--- src/rtl/pipe_ctrl_pkg.sv ---
// rtl/pipe_ctrl_pkg.sv - shared types and encodings for the pipeline hazard controller
package pipe_ctrl_pkg;

   typedef enum logic [1:0] {RUN, MEM_WAIT, FAULT} hz_state_t;

   localparam logic [1:0] FWD_RF = 2'b00;
   localparam logic [1:0] FWD_W  = 2'b01;
   localparam logic [1:0] FWD_M  = 2'b10;

   localparam logic [2:0] RES_LOAD = 3'b001;

endpackage

--- src/rtl/forward_unit.sv ---
// rtl/forward_unit.sv - E-stage operand forwarding select for one source register
module forward_unit
   import pipe_ctrl_pkg::*;
(
   input  logic [4:0] rs_e,
   input  logic [4:0] rd_m,
   input  logic [4:0] rd_w,
   input  logic       reg_write_m,
   input  logic       reg_write_w,
   output logic [1:0] fwd_sel
);

   // M holds the younger result, so it wins over W
   always_comb begin
      fwd_sel = FWD_RF;
      if (reg_write_m && (rd_m != 5'd0) && (rd_m == rs_e)) begin
         fwd_sel = FWD_M;
      end else if (reg_write_w && (rd_w != 5'd0) && (rd_w == rs_e)) begin
         fwd_sel = FWD_W;
      end
   end

endmodule

--- src/rtl/pipeline_hazard_ctrl.sv ---
// rtl/pipeline_hazard_ctrl.sv - stall/flush/forward control with memory-wait timeout and perf counters
module pipeline_hazard_ctrl
   import pipe_ctrl_pkg::*;
#(
   parameter int unsigned MEM_TIMEOUT = 255,
   parameter int unsigned CNT_W       = 32,
   parameter logic [2:0]  LOAD_SRC    = RES_LOAD
) (
   input  logic             clk,
   input  logic             reset_n,
   input  logic [4:0]       Rs1D,
   input  logic [4:0]       Rs2D,
   input  logic [4:0]       Rs1E,
   input  logic [4:0]       Rs2E,
   input  logic [4:0]       RdE,
   input  logic [4:0]       RdM,
   input  logic [4:0]       RdW,
   input  logic             RegWriteM,
   input  logic             RegWriteW,
   input  logic [2:0]       ResultSrcE,
   input  logic             PCSrcE,
   input  logic             MemReqM,
   input  logic             DMemReadyM,
   output logic [1:0]       ForwardAE,
   output logic [1:0]       ForwardBE,
   output logic             StallF,
   output logic             StallD,
   output logic             StallE,
   output logic             StallM,
   output logic             FlushD,
   output logic             FlushE,
   output logic             FlushW,
   output logic             MemFault,
   output logic [CNT_W-1:0] StallCycles,
   output logic [CNT_W-1:0] FlushEvents
);

   localparam logic [15:0] TIMEOUT_C = 16'(MEM_TIMEOUT);

   hz_state_t        state_q, state_d;
   logic [15:0]      wait_cnt_q, wait_cnt_d;
   logic             mem_fault_q, mem_fault_d;
   logic [CNT_W-1:0] stall_cycles_q, stall_cycles_d;
   logic [CNT_W-1:0] flush_events_q, flush_events_d;

   logic lw_stall;
   logic mem_stall;
   logic hold_all;

   forward_unit u_fwd_a (
      .rs_e        (Rs1E),
      .rd_m        (RdM),
      .rd_w        (RdW),
      .reg_write_m (RegWriteM),
      .reg_write_w (RegWriteW),
      .fwd_sel     (ForwardAE)
   );

   forward_unit u_fwd_b (
      .rs_e        (Rs2E),
      .rd_m        (RdM),
      .rd_w        (RdW),
      .reg_write_m (RegWriteM),
      .reg_write_w (RegWriteW),
      .fwd_sel     (ForwardBE)
   );

   // A memory wait or fault freezes every stage, so no held stage is ever flushed
   always_comb begin
      lw_stall  = (ResultSrcE == LOAD_SRC) && (RdE != 5'd0) && ((RdE == Rs1D) || (RdE == Rs2D));
      mem_stall = MemReqM && !DMemReadyM;
      hold_all  = (state_q == FAULT) || mem_stall;
      StallF    = hold_all || lw_stall;
      StallD    = hold_all || lw_stall;
      StallE    = hold_all;
      StallM    = hold_all;
      FlushW    = hold_all;
      FlushD    = !hold_all && PCSrcE;
      FlushE    = !hold_all && (lw_stall || PCSrcE);
      MemFault  = mem_fault_q;
   end

   always_comb begin
      state_d     = state_q;
      wait_cnt_d  = wait_cnt_q;
      mem_fault_d = mem_fault_q;
      case (state_q)
         RUN: begin
            if (mem_stall) begin
               state_d    = MEM_WAIT;
               wait_cnt_d = 16'd1;
            end
         end
         MEM_WAIT: begin
            if (DMemReadyM) begin
               state_d    = RUN;
               wait_cnt_d = 16'd0;
            end else if (wait_cnt_q == TIMEOUT_C) begin
               state_d     = FAULT;
               mem_fault_d = 1'b1;
            end else begin
               wait_cnt_d = wait_cnt_q + 16'd1;
            end
         end
         FAULT: begin
            mem_fault_d = 1'b1;
         end
         default: begin
            state_d    = RUN;
            wait_cnt_d = 16'd0;
         end
      endcase
   end

   always_comb begin
      stall_cycles_d = stall_cycles_q;
      flush_events_d = flush_events_q;
      if ((StallF || StallD || StallE || StallM) && (stall_cycles_q != '1)) begin
         stall_cycles_d = stall_cycles_q + CNT_W'(1);
      end
      if (FlushD && (flush_events_q != '1)) begin
         flush_events_d = flush_events_q + CNT_W'(1);
      end
   end

   always_ff @(posedge clk or negedge reset_n) begin
      if (!reset_n) begin
         state_q        <= RUN;
         wait_cnt_q     <= 16'd0;
         mem_fault_q    <= 1'b0;
         stall_cycles_q <= '0;
         flush_events_q <= '0;
      end else begin
         state_q        <= state_d;
         wait_cnt_q     <= wait_cnt_d;
         mem_fault_q    <= mem_fault_d;
         stall_cycles_q <= stall_cycles_d;
         flush_events_q <= flush_events_d;
      end
   end

   assign StallCycles = stall_cycles_q;
   assign FlushEvents = flush_events_q;

endmodule

--- config.mk ---
export PLATFORM = sky130hd
export DESIGN_NAME = pipeline_hazard_ctrl
export DESIGN_NICKNAME = d
export VERILOG_FILES = /design/src/rtl/pipe_ctrl_pkg.sv /design/src/rtl/forward_unit.sv /design/src/rtl/pipeline_hazard_ctrl.sv
export SDC_FILE = /design/constraint.sdc
export NUM_CORES = 1
export LEC_CHECK = 0
export CAP_MARGIN = 25
export CORE_AREA = 4 4 127 105
export DETAILED_ROUTE_END_ITERATION = 8
export DIE_AREA = 0 0 131 109
export PLACE_DENSITY_LB_ADDON = 0.1
export SETUP_SLACK_MARGIN = 0.4
export SYNTH_ARGS = -nofsm -noshare
export SYNTH_HDL_FRONTEND = slang
export SYNTH_SLANG_ARGS = --single-unit
--- constraint.sdc ---
create_clock -name clk -period 2.3 [get_ports clk]
set_input_delay 0.46 -clock clk [delete_from_list [all_inputs] [get_ports clk]]
set_output_delay 0.46 -clock clk [all_outputs]
set_load 0.05 [all_outputs]
# After elaboration in Yosys (flattened, before gate mapping)
# Index checks and enable logic that the tools add are counted.
[word_totals]
out_inout_bits = 76
regBits = 83
[classes]
bitwise = 1
addsub = 3
n_mux = 15
eq_ne = 17
n_reduce_logical = 29
[op_table]
columns = ["cell", "n"]
rows = [
  ["adder 32 x 1 -> 32 bit (second input constant)", 2],
  ["!= test 32 bit (second input constant)", 2],
  ["2-to-1 mux 16 bit", 3],
  ["case mux 16 bit (3 select lines)", 1],
  ["equality test 5 bit", 6],
  ["adder 16 x 1 -> 16 bit (second input constant)", 1],
  ["equality test 16 x 8 -> 1 bit (second input constant)", 1],
  ["nonzero test 5 bit", 3],
  ["logical AND 1 bit", 13],
  ["2-to-1 mux 2 bit", 5],
  ["AND reduction 3 bit", 3],
  ["logical OR 1 bit", 6],
  ["!= test 2 bit (second input constant)", 3],
  ["!= test 3 bit (second input constant)", 2],
  ["case mux 2 bit (3 select lines)", 1],
  ["2-to-1 mux 1 bit", 4],
  ["equality test 3 x 1 -> 1 bit (second input constant)", 1],
  ["equality test 2 x 1 -> 1 bit (second input constant)", 1],
  ["equality test 2 bit (second input constant)", 1],
  ["logical NOT 1 bit", 2],
  ["logical NOT 2 bit", 1],
  ["case mux 1 bit (2 select lines)", 1],
  ["nonzero test 2 bit", 1],
  ["NOT 1 bit", 1],
]

# Depth between registers and ports, before layout
# Gate-level depths: netlist of the first run.
[depth]
ltp_word = 7
depth_mapped = 8
mapped_depth_nobuf = 7

# Cells and area by module
# A second synthesis of the first run with hierarchy kept.
[hier_totals]
hier_cells = 445
hier_area_um2 = 4444.3
[modules_own_cells]
columns = ["module", "cells_each", "n_inst", "area_per_inst_um2", "seq_area_each_um2"]
rows = [
  ["pipeline_hazard_ctrl", 405, 1, 4141.5, 2077.0],
  ["forward_unit", 20, 2, 151.4, 0.0],
]

# Worst setup path after synthesis of the first run
# OpenSTA, ideal clock, no wires.
[synth_path]
kind = "input -> output"
startpoint = "in RdM[0]"
endpoint = "out ForwardAE[0]"
path_buffers = 0
arrival_time_ns = 3.037
slack_ns = -1.197
cell_stages = 4
cell_sequence = "or4_1 o21ai_0 nor4_1 nor4_1"
[synth_between]
elab_chain_cells = 4
elab_cells_between_ends = 5
classes_between = "1 x eq/ne; 1 x mux; 3 x reduce/logical"
[synth_rtl]
columns = ["element", "line", "text"]
rows = [
  ["start, declared", "pipeline_hazard_ctrl.sv:16", "input logic [4:0] RdM,"],
  ["nonzero test 5 bit", "forward_unit.sv:16", "if (reg_write_m && (rd_m != 5'd0) && (rd_m == rs_e)) begin"],
  ["logical AND 1 bit", "forward_unit.sv:16", ""],
  ["logical AND 1 bit (*)", "forward_unit.sv:16", ""],
  ["2-to-1 mux 2 bit (*)", "forward_unit.sv:16", ""],
  ["end, declared", "pipeline_hazard_ctrl.sv:24", "output logic [1:0] ForwardAE,"],
]
# Every way passes the cells marked *; elsewhere a longest branch is shown, timed or not.

# Worst setup path after layout of the first run
[layout_path]
startpoint = "in RdW[2]"
endpoint = "out ForwardAE[0]"
[layout_between]
elab_chain_cells = 5
elab_cells_between_ends = 6
classes_between = "1 x eq/ne; 2 x mux; 3 x reduce/logical"
[layout_rtl]
columns = ["element", "line", "text"]
rows = [
  ["start, declared", "pipeline_hazard_ctrl.sv:17", "input logic [4:0] RdW,"],
  ["nonzero test 5 bit", "forward_unit.sv:18", "end else if (reg_write_w && (rd_w != 5'd0) && (rd_w == rs_e)) begin"],
  ["logical AND 1 bit", "forward_unit.sv:18", ""],
  ["logical AND 1 bit (*)", "forward_unit.sv:18", ""],
  ["2-to-1 mux 1 bit (*)", "forward_unit.sv:18", ""],
  ["2-to-1 mux 2 bit (*)", "forward_unit.sv:16", ""],
]
# Marked as above.

==> results of run 1 <==
[flip-flops by register name, summed over array words and instances (netlist names)]
name,flops
FlushEvents,32
state_q,2
MemFault,1
wait_cnt_q,16
StallCycles,32
[synthesized netlist by cell type (all sizes together) (4+ instances only)]
cell type  instances
a21oi              5
and2               4
and3              16
and4               5
buf                6
dfrtp             83
inv                9
nand2             45
nand2b             4
nand3             37
nand4             30
nor2              37
nor3              15
nor4               9
o21ai             15
or4                6
xnor2             61
xor2              39
[stage by stage]
step                      total power, mW  utilization [%]
after global placement              2.913            54.19
final                               4.629            65.05
after floorplan                     2.433                -
after CTS                           4.517            60.07
after detailed placement            2.932            54.19
after global routing                4.850            65.05
[power by group through the flow]
stage                     Clock (mW)  Combinational, mW  Sequential (mW)
after CTS                       1.59               1.18             1.74
after detailed placement           0               1.15             1.78
after global placement             0               1.14             1.78
final                           1.56               1.31             1.76
after global routing            1.67               1.40             1.78
after floorplan                    0              0.353             2.08
[logic make-up (layout without fill, tap and decap cells)]
kind of cell / after synthesis / in the layout / synth area share [%]
fa+ha+maj: 3 / 3 / 0.8376
simple gates: 217 / 217 / 25.80
flops: 83 / 83 / 46.34
xor+xnor: 100 / 100 / 19.54
mux: 2 / 2 / 0.5025
buf+inv: 18 / 228 / 1.898
compound gates: 34 / 34 / 5.081
[how the worst max path moves through the flow]
stage,to,slack (ns),from,cells after the start
global placement,ForwardAE[0],-0.42,RdW[4],6
detailed placement,ForwardAE[0],-0.47,RdW[4],6
global route,ForwardAE[0],-0.08,RdW[2],6
floorplan,ForwardAE[0],-0.06,RdM[0],4
finish,ForwardAE[0],-0.04,RdW[2],6
CTS,ForwardBE[0],-0.05,RdM[4],6
[cell type report]
class,instances,area share [%]
clock inverters,5,0.9915
flip-flops and latches,83,27.27
multi-input cells,356,40.44
repair buffers,203,25.28
well taps,152,2.431
clock buffers,11,3.103
inverters,9,0.4798
[per-layer routing]
| layer | global-route usage, % | routed length [µm] | part of all wire, % | up-vias |
|---|---|---|---|---|
| met1 | 26.62 | 6217 | 46 | 2062 |
| met4 | 5.066 | 131 | 0.96 | 0 |
| li1 | - | - | - | 2029 |
| met2 | 27.75 | 6532 | 48 | 114 |
| met3 | 4.065 | 763 | 5.6 | 10 |
| met5 | 0 | 0 | 0 | - |
[what timing repair did]
| item | in CTS | in global routing |
|---|---|---|
| resized for setup | 231 | 110 |
| pin swaps | 45 | 68 |
| endpoints found under the setup margin | 116 | 72 |
| hold buffers | 0 | 0 |
| cloned | 2 | 0 |
| buffers inserted | 28 | 15 |
==> results by stage, run 1 <==
Clocking:
- The clock tree root driver cell is clkbuf_16.
- The TritonCTS clock tree is yes.
- The clock transition at the registers of the reported paths is ~0.060 ns.
- The source-to-sink clock delay at the later pin of the worst-skew pair is approximately 0.33 ns.
- Counting along the longest clock path gives a buffer depth of 2.
- Clock tree synthesis inserted a total of 9 buffers.
- The clock sink count is 83.
- The maximum level of the CTS H-tree is 3.

Critical path:
- For the worst setup path, the data arrival time is between 1.5 and 2 ns.
- The critical path contains buffers and inverters numbering 3 combined.
- The library cell appearing most often on the critical path is buf_6.
- The worst-path cell with the longest stage delay is or4_4.
- The worst flop-to-flop path endpoint is StallCycles[26].
- In this run the critical register-to-register path is launched from StallCycles[12].
- The endpoint required time on the critical path is 1.84 ns.
- The kind of cell with the highest combined delay on the critical path is simple AND/OR/NAND/NOR gates.
- For the worst flop-to-flop path, the logic depth is 6.
- The signal on the critical path passes through buf_6, buf_6, xor2_1, or4_4, nor4_4, buf_12.
- STA classifies the critical path startpoint as an input pin.
- The delay of the slowest cell on the worst path is 0.55 ns.
- The biggest fanout along the worst timing path is 2.
- In this run the register-to-register setup slack is 0.30 ns.
- STA classifies the critical path endpoint as an output pin.
- The critical path is of the input pin to output pin type.

Global routing:
- The initial antenna violation count came to 0.
- The first global-routing pass estimated 20850 µm of wire.
- Entering global routing, the biggest net connects 39 pins.
- The via count of the first global-routing pass came to between 4k and 5k.
- The final global-route overflow total is 0.
- Global routing consumed, over all layers together, a little under a fifth of the routing resources.

Die:
- The width of the die is 131 µm.
- The number of top-level design ports is 121.
- After floorplanning, the core was sized to cover 12030 µm².
- The starting density of the core is 37.27%.
- The floorplan has 36 rows.
- The die is approximately 110 µm tall.
- The area of the die is 14280 µm².

Outcome:
- The final reports fail on negative setup slack.
- The flow ran to the end, but the final reports show violations.

Routing:
- The first routing iteration left 191 violations.
- The count of unresolved DRC violations after routing is 0.
- Once detail routing completed, the nets flagged for antenna violations numbered 0.
- For this block, the via count after detailed routing is roughly 4.2k.
- The final routed wirelength across all metal layers is 13640 µm.
- The wire length per cell after detailed routing is 16.66 µm.
- The number of detailed-routing iterations run before antenna repair is 5.
- The vias per cell is 5.147.

Placed design:
- The post-detailed-placement cell area is 6518 µm².
- The HPWL after detailed placement is 9282 µm.
- Buffers placed on the I/O ports in this run total 120.
- Including well taps, the total number of placed cells is 758.
- The pre-CTS setup slack is -0.4658 ns.
- At the end of routability-driven placement, the weighted congestion stood at 0.8562.

Timing:
- The setup clock skew after layout is 0.007880 ns.
- The max-slew violation count is 0.
- Setup repair after global routing could not meet its margin everywhere.
- After layout, the minimum clock period comes to ~2.3 ns.
- The worst hold slack is 0.1079 ns.
- The headroom to the max-slew limit is 64.90%.
- The number of failing setup endpoints in the final timing report is 1.
- Static timing analysis puts the maximum clock frequency at 426.7 MHz.
- For the pin with the worst max-slew slack, the measured transition is 0.5286 ns.
- The hold violation total from the final report is 0.
- The post-route fraction of the period consumed by the critical path is 101.9%.
- Adding up every negative setup slack in the final design gives -0.04358 ns.
- Once routing completed, OpenROAD measured the worst setup slack at -0.04358 ns.

Cells and area:
- The leading cell type in the layout, fill and taps excluded is dlygate4sd2_1.
- The library cells used most frequently in the layout, excluding fill and tap cells, are dlygate4sd2_1 (74), buf_4 (48), dfrtp_2 (45).
- The count of antenna diodes in the layout is 0.
- For this run, the post-layout net count is 710.
- The number of standard cells in the layout, taps in and fillers out is 819.
- The relative area change from synthesis to final layout is 74.57%.
- The fraction of final layout cells sized beyond drive strength 1 is 44.53%.
- The total area of sequential cells is approximately 2100 µm².
- The multi-input gate area in the final layout is between 3000 and 4000 µm².
- The post-route standard cell area excluding fillers is between 7000 and 8000 µm².
- Fill cells in the final layout number around 990.

Synthesis:
- The largest area contributor in the synthesized netlist is dfrtp_1.
- In this run the mean area of a mapped cell was 9.807 µm².
- The top-area cell type share of the netlist area is between 40% and 50%.
- When the netlist entered floorplanning its net count stood at 505.
- Sequential cells were found to cover approximately 46% of the synthesized design area.
- The gate count of the mapped netlist is approximately 460.
- Yosys mapped a number of flops with a built-in enable equal to 0.
- For this run, the leading register cell type out of synthesis is dfrtp_1.
- The netlist uses 46 different library cells.
- For this run, asynchronously set or reset flops after synthesis account for 100.0%.
- The number of synthesized register bits is just over 80.
- By area the synthesized netlist is led by dfrtp_1 (46%), xnor2_1 (12%), xor2_1 (7.6%), nand3_1 (4.1%), nand4_1 (4.0%).
- The synthesized netlist occupies a cell area of 4482 µm².
- Yosys printed 0 warnings.

Min path:
- The path category of the worst min-delay check is input pin to async pin.

Flow run:
- Across the run, the number of max-cap violations was 0.

Power:
- The switching power as a share of total power is 32.65%.
- The internal power of the cells is slightly above 3 mW.
- Combinational logic burns between 20% and 30% of the power.
- The net load switching power is 1.511 mW.
- Of the total power, the clock network draws 33.7%.
- Per report_power, the sequential group accounts for 38.1% of the total.
- In this run the static leakage power is about 3.6 nW.
- The worst-case IR drop observed on VDD is 801.4 µV.
- The power per cell area is 591.6 nW/µm².
(Power assumes the default switching activity.)
==> inputs of run 2 (changes only) <==
--- a/config.mk
+++ b/config.mk
@@ -6,11 +6,12 @@
 export NUM_CORES = 1
 export LEC_CHECK = 0
 export CAP_MARGIN = 25
-export CORE_AREA = 4 4 127 105
+export CORE_AREA = 4 4 126 104
 export DETAILED_ROUTE_END_ITERATION = 8
-export DIE_AREA = 0 0 131 109
+export DIE_AREA = 0 0 130 108
 export PLACE_DENSITY_LB_ADDON = 0.1
 export SETUP_SLACK_MARGIN = 0.4
 export SYNTH_ARGS = -nofsm -noshare
 export SYNTH_HDL_FRONTEND = slang
+export SYNTH_HIERARCHICAL = 1
 export SYNTH_SLANG_ARGS = --single-unit
==> results by stage, run 2 <==
Outcome:
- The flow ran to the end, and the final reports show no timing, DRC or antenna violations.

Clocking:
- The source-to-sink clock delay at the later pin of the worst-skew pair is 0.34 ns (about the same).
- The clock sink count came to 83 (unchanged).
- The clock transition at the registers of the reported paths came to 0.06 ns (about the same).
- TritonCTS built the clock tree.
- The clock tree root driver cell is clkbuf_16.
- The clock buffer count from CTS came to 9 (unchanged).
- The cts-stage hold buffer count was 0 (unchanged).
- The maximum level of the CTS H-tree is 3 (unchanged).
- The deepest clock path buffer count is 2 (unchanged).

Routing:
- The remaining antenna violation count is 0 (unchanged).
- The vias per cell is 4.996 (-2.9%).
- The number of detailed-routing iterations run before antenna repair was 4 (-1).
- The wire length per cell after detailed routing was 16.04 µm (-3.7%).
- The highest metal layer carrying signal wires in the routed design is met4.
- The final routed wirelength across all metal layers came to 12750 µm (-6.5%).
- The number of DRC markers after the initial detailed-route iteration was 156 (-18%).
- The detailed route wirelength on metal3 came to 760 µm (-0.39%).
- The met2 wire length was 6033 µm (-7.6%).
- The count of unresolved DRC violations after routing was 0 (unchanged).
- The total vias in the final route is 3972 (-5.8%).
- The met1 layer wirelength in the final routing is 5784 µm (-7.0%).

Die:
- The area of the die was 14040 µm² (-1.7%).
- The site row count came to 36 (unchanged).
- The floorplan die height is 108 µm (-0.92%).
- The core area is 11890 µm² (-1.1%).
- The number of top-level design ports is 121 (unchanged).
- The width of the die is 130 µm (-0.76%).
- The starting density of the core was 37.37% (+0.11 points).

Synthesis:
- The number of distinct standard cells referenced by the synthesized netlist is 47 (+2.2%).
- The share of synthesized registers carrying an async set or reset came to 100.0% (unchanged).
- The synthesized netlist net count was 493 (-2.4%).
- In the post-synthesis netlist, the biggest area contributors are dfrtp_1 (47%), xnor2_1 (13%), xor2_1 (6.5%), nand3_1 (3.6%), nand4_1 (3.5%).
- In the synthesized netlist the dominant register cell turns out to be dfrtp_1.
- The most frequent cell after synthesis is dfrtp_1.
- The top-area cell type share of the netlist area came to 46.73% (+0.39 points).
- The area of the mapped netlist was 4444 µm² (-0.84%).
- The number of synthesized register bits is 83 (unchanged).
- The count of yosys warnings during synthesis was 6 (+6).
- The average instance area after synthesis was 9.987 µm² (+1.8%).
- The sequential area share after synthesis was 46.73% (+0.39 points).
- The largest area contributor in the synthesized netlist is dfrtp_1.
- The gate count of the mapped netlist is 445 (-2.6%).
- By count the netlist is led by dfrtp_1 (83), xnor2_1 (65), nand2_1 (39), nor2_1 (39), xor2_1 (33).
- The count of flip-flops with a built-in enable after synthesis was 0 (unchanged).

Cells and area:
- Leaving out fill and tap cells, the most frequent cells in the layout are dlygate4sd2_1 (79), dfrtp_1 (57), buf_4 (52).
- The count of nets after finishing was 686 (-3.4%).
- The multi-input gate area in the final layout is 2947 µm² (-6.9%).
- The fraction of final layout cells sized beyond drive strength 1 is 40.59% (-3.9 points).
- The count of antenna diodes in the layout is 0 (unchanged).
- The relative area change from synthesis to final layout is 68.98%.
- The library cell used most frequently in the layout, excluding fill and tap cells, is dlygate4sd2_1.
- The total area of sequential cells is 2110 µm² (-1.1%).
- The number of filler instances in the final layout is 989 (+0.30%).

Critical path:
- The biggest fanout along the worst timing path is 3 (+1).
- The endpoint required time on the critical path is 1.84 ns (about the same).
- Walking the worst path, the cells encountered are buf_6, or4_4, o211ai_1, buf_4, o21ai_4, buf_8.
- The endpoint arrival time on the critical path was 1.69 ns (-0.19 ns).
- The delay of the slowest cell on the worst path is 0.51 ns (-0.04 ns).
- The kind of end point of the critical path is an output pin.
- The critical path is of the input pin to output pin type.
- The reg-to-reg critical path startpoint is StallCycles[7].
- The worst-case reg-to-reg path depth came to 9 (+3).
- The startpoint class of the critical path is an input pin.
- The register-to-register setup slack is 0.23 ns (-0.07 ns).
- The slowest stage of the critical path belongs to the cell or4_4.
- In this run the critical register-to-register path is captured at StallCycles[18].

Timing:
- The slack of the critical path is 0.1482 ns (+0.1918 ns).
- The setup clock skew after layout was 0.005998 ns (-0.001882 ns).
- The maximum achievable frequency is 464.7 MHz (+8.9%).
- The minimum clock period is 2.152 ns (-0.1918 ns).
- The max-slew violation count came to 0 (unchanged).
- The hold violation total from the final report came to 0 (unchanged).
- The post-route fraction of the period consumed by the critical path is 93.56% (-8.3 points).
- The number of failing setup endpoints in the final timing report is 0 (-1).
- Setup repair after global routing could not meet its margin everywhere.
- The headroom to the max-slew limit was 63.05% (-1.9 points).
- The transition at the pin with the smallest max-transition slack is 0.5565 ns (+0.02789 ns).

Min path:
- The path class of the tightest hold or removal check is input pin to async pin.

Global routing:
- The wire length of the first global-routing pass is 20170 µm (-3.3%).
- The final global-route overflow total came to 0 (unchanged).
- The overall global routing resource usage is 17.97% (-0.42 points).
- The via count of the first global-routing pass is 4103 (+0.66%).
- The pin count of the biggest net entering global routing was 36 (-7.7%).
- The initial antenna violation count was 0 (unchanged).

Placed design:
- The HPWL after detailed placement is 8872 µm (-4.4%).
- The count of input and output buffers is 120 (unchanged).
- The pre-CTS setup slack is -0.3619 ns (+0.1039 ns).
- The placer's final routability congestion estimate is 0.8165 (-4.6%).

Power:
- The reported leakage power was 3.460 nW (-3.1%).
- The worst voltage drop across the vdd grid is 942.4 µV (+18%).
- The power per cell area is 645.1 nW/µm² (+9.0%).
- The total chip power is 4.844 mW (+4.7%).

Flow run:
- The number of max-cap violations was 0 (unchanged).
-- run 2: cell families after synthesis --
logic type / count (synthesis) / synth area share [%]
mux: 2 / 0.4786
compound gates: 32 / 5.377
flops: 83 / 46.73
xor+xnor: 99 / 19.68
simple gates: 201 / 24.16
fa+ha+maj: 3 / 0.8447
buf+inv: 25 / 2.731
-- run 2: area by class of cell --
type / count / share of cell area, %
well taps: 152 / 2.532
clock buffers: 13 / 3.199
flip-flops and latches: 83 / 28.09
multi-input cells: 337 / 39.24
repair buffers: 193 / 24.93
clock inverters: 3 / 1.200
inverters: 14 / 0.8164
-- run 2: per-stage QoR --
stage | hold WS (ns) | util, % | instances | setup TNS [ns] | cell area (µm²)
after floorplan | 0.1644 | - | 445 | 0 | 4627
after global placement | 0.4575 | 52.65 | 742 | -7.724 | 6261
after detailed placement | 0.4611 | 52.65 | 742 | -9.682 | 6261
after CTS | 0.09660 | 59.90 | 782 | 0 | 7123
after global routing | 0.1121 | 63.15 | 795 | 0 | 7510
final | 0.08142 | 63.15 | 795 | 0 | 7510
-- run 2: worst max-delay path, delay by kind of cell --
kind / cells / cell delay [ns]
and+or+nand+nor: 1 / 0.51
buffers and inverters: 3 / 0.42
AOI/OAI and AO/OA: 2 / 0.30
-- run 2: how the worst max path moves through the flow --
stage | to | from | slack, ns | cells past startpoint
2_1_floorplan | StallCycles[6] | RdE[1] | 0.05 | 8
3_3_place_gp | StallCycles[1] | RdE[1] | -0.30 | 8
3_5_place_dp | StallCycles[23] | RdE[1] | -0.36 | 10
4_1_cts | StallD | RdE[2] | 0.11 | 6
5_1_grt | StallCycles[17] | StallCycles[7] | 0.04 | 7
6_report | StallD | RdE[2] | 0.15 | 6
-- run 2: power breakdown --
part / internal, mW / leakage (nW) / total, mW / switching (mW)
combinational: 0.611 / 2.23 / 1.46 / 0.845
clock: 1.06 / 0.158 / 1.61 / 0.549
sequential: 1.60 / 1.08 / 1.78 / 0.178
-- run 2: per-layer routing --
metal,vias up,track usage [%]
met5,-,0
met4,0,5.712
met3,15,5.136
met2,114,27.08
met1,1917,25.06
li1,1926,-
-- run 2: timing repair --
action                                  CTS  global route
gates cloned                              3             1
resized for setup                       292            68
endpoints found under the setup margin  136            74
pin swaps                                68            53
setup buffers                            21            12
==> inputs of run 3 (changes only) <==
--- a/config.mk
+++ b/config.mk
@@ -10,7 +10,6 @@
 export DETAILED_ROUTE_END_ITERATION = 8
 export DIE_AREA = 0 0 130 108
 export PLACE_DENSITY_LB_ADDON = 0.1
-export SETUP_SLACK_MARGIN = 0.4
 export SYNTH_ARGS = -nofsm -noshare
 export SYNTH_HDL_FRONTEND = slang
 export SYNTH_HIERARCHICAL = 1
==> results by stage, run 3 (synthesis gave the netlist of run 2 again) <==
Outcome:
- The run finished with clean final reports.

Routing:
- The number of detailed-routing iterations run before antenna repair came to 4 (unchanged).
- The met2 wire length was 5392 µm (-11%).
- The detailed route wirelength on metal3 was 559 µm (-26%).
- The remaining antenna violation count came to 0 (unchanged).
- The count of unresolved DRC violations after routing was 0 (unchanged).
- The highest layer touched by signal routing is met4.
- The vias per cell is 4.842 (-3.1%).
- The wire length per cell after detailed routing is 14.94 µm (-6.9%).
- The number of DRC markers after the initial detailed-route iteration is 132 (-15%).
- The met1 layer wirelength in the final routing is 5365 µm (-7.2%).
- The final routed wirelength across all metal layers is 11440 µm (-10%).
- The total vias in the final route is 3709 (-6.6%).

Die:
- The site row count is 36 (unchanged).
- The number of top-level design ports is 121 (unchanged).
- The core area came to 11890 µm² (unchanged).
- The starting density of the core is 37.37% (unchanged).
- The floorplan die height came to 108 µm (unchanged).
- The area of the die was 14040 µm² (unchanged).
- The width of the die is 130 µm (unchanged).

Timing:
- The max-slew violation count was 0 (unchanged).
- The worst hold slack was 0.01036 ns (-0.07106 ns).
- The maximum achievable frequency is 446.9 MHz (-3.8%).
- The transition at the pin with the smallest max-transition slack is 0.5398 ns (-0.01675 ns).
- The number of failing setup endpoints in the final timing report is 0 (unchanged).
- The setup TNS after final layout was 0 ns (unchanged).
- The minimum clock period is 2.238 ns (+0.08597 ns).
- The headroom to the max-slew limit came to 63.90% (+0.86 points).
- The setup clock skew after layout came to 0.008258 ns (+0.002261 ns).
- The hold violation total from the final report is 0 (unchanged).
- Setup repair after global routing could not meet its margin everywhere.
- The post-route fraction of the period consumed by the critical path is 97.29% (+3.7 points).

Clocking:
- The TritonCTS clock tree is yes.
- The clock transition at the registers of the reported paths came to 0.06 ns (about the same).
- The clock tree root driver cell is clkbuf_16.
- The cts-stage hold buffer count is 0 (unchanged).
- The deepest clock path buffer count is 2 (unchanged).
- The maximum level of the CTS H-tree is 3 (unchanged).
- The clock sink count came to 83 (unchanged).
- The source-to-sink clock delay at the later pin of the worst-skew pair was 0.34 ns (about the same).
- The clock buffer count from CTS was 9 (unchanged).

Cells and area:
- The number of filler instances in the final layout came to 1069 (+8.1%).
- The count of nets after finishing came to 657 (-4.2%).
- The count of antenna diodes in the layout is 0 (unchanged).
- The fraction of final layout cells sized beyond drive strength 1 is 16.29% (-24 points).
- The multi-input gate area in the final layout came to 2288 µm² (-22%).
- Leaving out fill and tap cells, the most frequent cells in the layout are dfrtp_1 (81), clkdlybuf4s50_1 (76), xnor2_1 (65).
- The total area of sequential cells is 2079 µm² (-1.4%).
- The relative area change from synthesis to final layout is 48.03%.
- The leading cell type in the layout, fill and taps excluded is dfrtp_1.

Min path:
- The path class of the tightest hold or removal check is input pin to async pin.

Critical path:
- The kind of cell with the highest combined delay on the critical path is buffers and inverters.
- The endpoint arrival time on the critical path is 1.78 ns (+0.09 ns).
- The biggest fanout along the worst timing path is 4 (+1).
- The kind of end point of the critical path is an output pin.
- The delay of the slowest cell on the worst path was 0.47 ns (-0.04 ns).
- Among all stages on the critical path, the largest delay is contributed by clkdlybuf4s50_1.
- STA classifies the critical path startpoint as an input pin.
- The endpoint required time on the critical path is 1.84 ns (about the same).
- The number of buffers and inverters on the critical path is 3 (unchanged).
- The critical path is of the input pin to output pin type.
- The critical path goes through clkdlybuf4s50_1, nor2_1, o41ai_2, a211oi_2, buf_4, buf_12.

Global routing:
- The initial antenna violation count was 0 (unchanged).
- The wire length of the first global-routing pass is 19290 µm (-4.4%).
- The overall global routing resource usage is 17.17% (-0.80 points).
- The final global-route overflow total is 0 (unchanged).
- The via count of the first global-routing pass is 3860 (-5.9%).
- The pin count of the biggest net entering global routing is 44 (+22%).

Power:
- The power per cell area came to 698.6 nW/µm² (+8.3%).
- The worst voltage drop across the vdd grid was 406.3 µV (-57%).
- The reported leakage power is 2.941 nW (-15%).

Flow run:
- The number of max-cap violations was 0 (unchanged).

Placed design:
- The HPWL after detailed placement is 8511 µm (-4.1%).
- The placer's final routability congestion estimate is 0.7600 (-6.9%).
- The count of input and output buffers is 120 (unchanged).
-- run 3: per-stage QoR --
stage | util (%) | total power [mW] | instance area [µm²] | worst slack (ns) | std cells
floorplan | - | 2.428 | 4454 | -0.01763 | 445
global placement | 51.69 | 2.944 | 6147 | -0.2881 | 746
detailed placement | 51.69 | 2.962 | 6147 | -0.3249 | 746
CTS | 54.75 | 4.652 | 6510 | 0.001149 | 763
global route | 55.32 | 4.799 | 6579 | -0.01345 | 766
finish | 55.32 | 4.596 | 6579 | 0.06224 | 766
-- run 3: path summary, 6_finish.rpt --
| check | start | to | slack [ns] | depth (start not counted) |
|---|---|---|---|---|
| hold reg to reg | StallCycles[29] | StallCycles[29] | 0.49 | 1 |
| min in group clk | StallCycles[29] | StallCycles[29] | 0.49 | 1 |
| setup / recovery | Rs2E[4] | ForwardBE[1] | 0.06 | 6 |
| setup reg to reg | StallCycles[0] | StallCycles[1] | 0.19 | 8 |
| max in group asynchronous | reset_n | FlushEvents[1] | 1.70 | 2 |
| hold / removal | reset_n | wait_cnt_q[10] | 0.01 | 1 |
-- run 3: power breakdown --
part           internal [mW]  switching, mW  total, mW
Clock                   1.09          0.586       1.68
Sequential              1.59          0.149       1.74
Combinational          0.459          0.723       1.18
-- run 3: repair_timing --
action                     in CTS  in global routing
setup endpoints to repair      10                 21
pin swaps                       7                 18
gates resized for setup        27                 27
setup buffers                   1                  3
-- run 3: layout make-up --
class / instances / area share, %
clock inverter: 4 / 1.483
clock buffer: 12 / 3.747
timing repair buffer: 164 / 24.69
tap: 152 / 2.891
inverter: 14 / 0.7988
multi-input combinational: 337 / 34.79
sequential: 83 / 31.61
-- run 3: worst reg2reg max path, delay by kind of cell, from the launching register on --
family	cells	cell delay [ns]
buf+inv	1	0.15
fa+ha+maj	1	0.23
simple gates	4	0.66
compound gates	1	0.20
flops	1	0.43
mux	1	0.32
-- run 3: per-layer routing --
| metal | up-vias | track usage (%) |
|---|---|---|
| li1 | 1853 | - |
| met1 | 1782 | 23.70 |
| met2 | 62 | 26.45 |
| met3 | 12 | 5.235 |
| met4 | 0 | 4.377 |
| met5 | - | 0 |
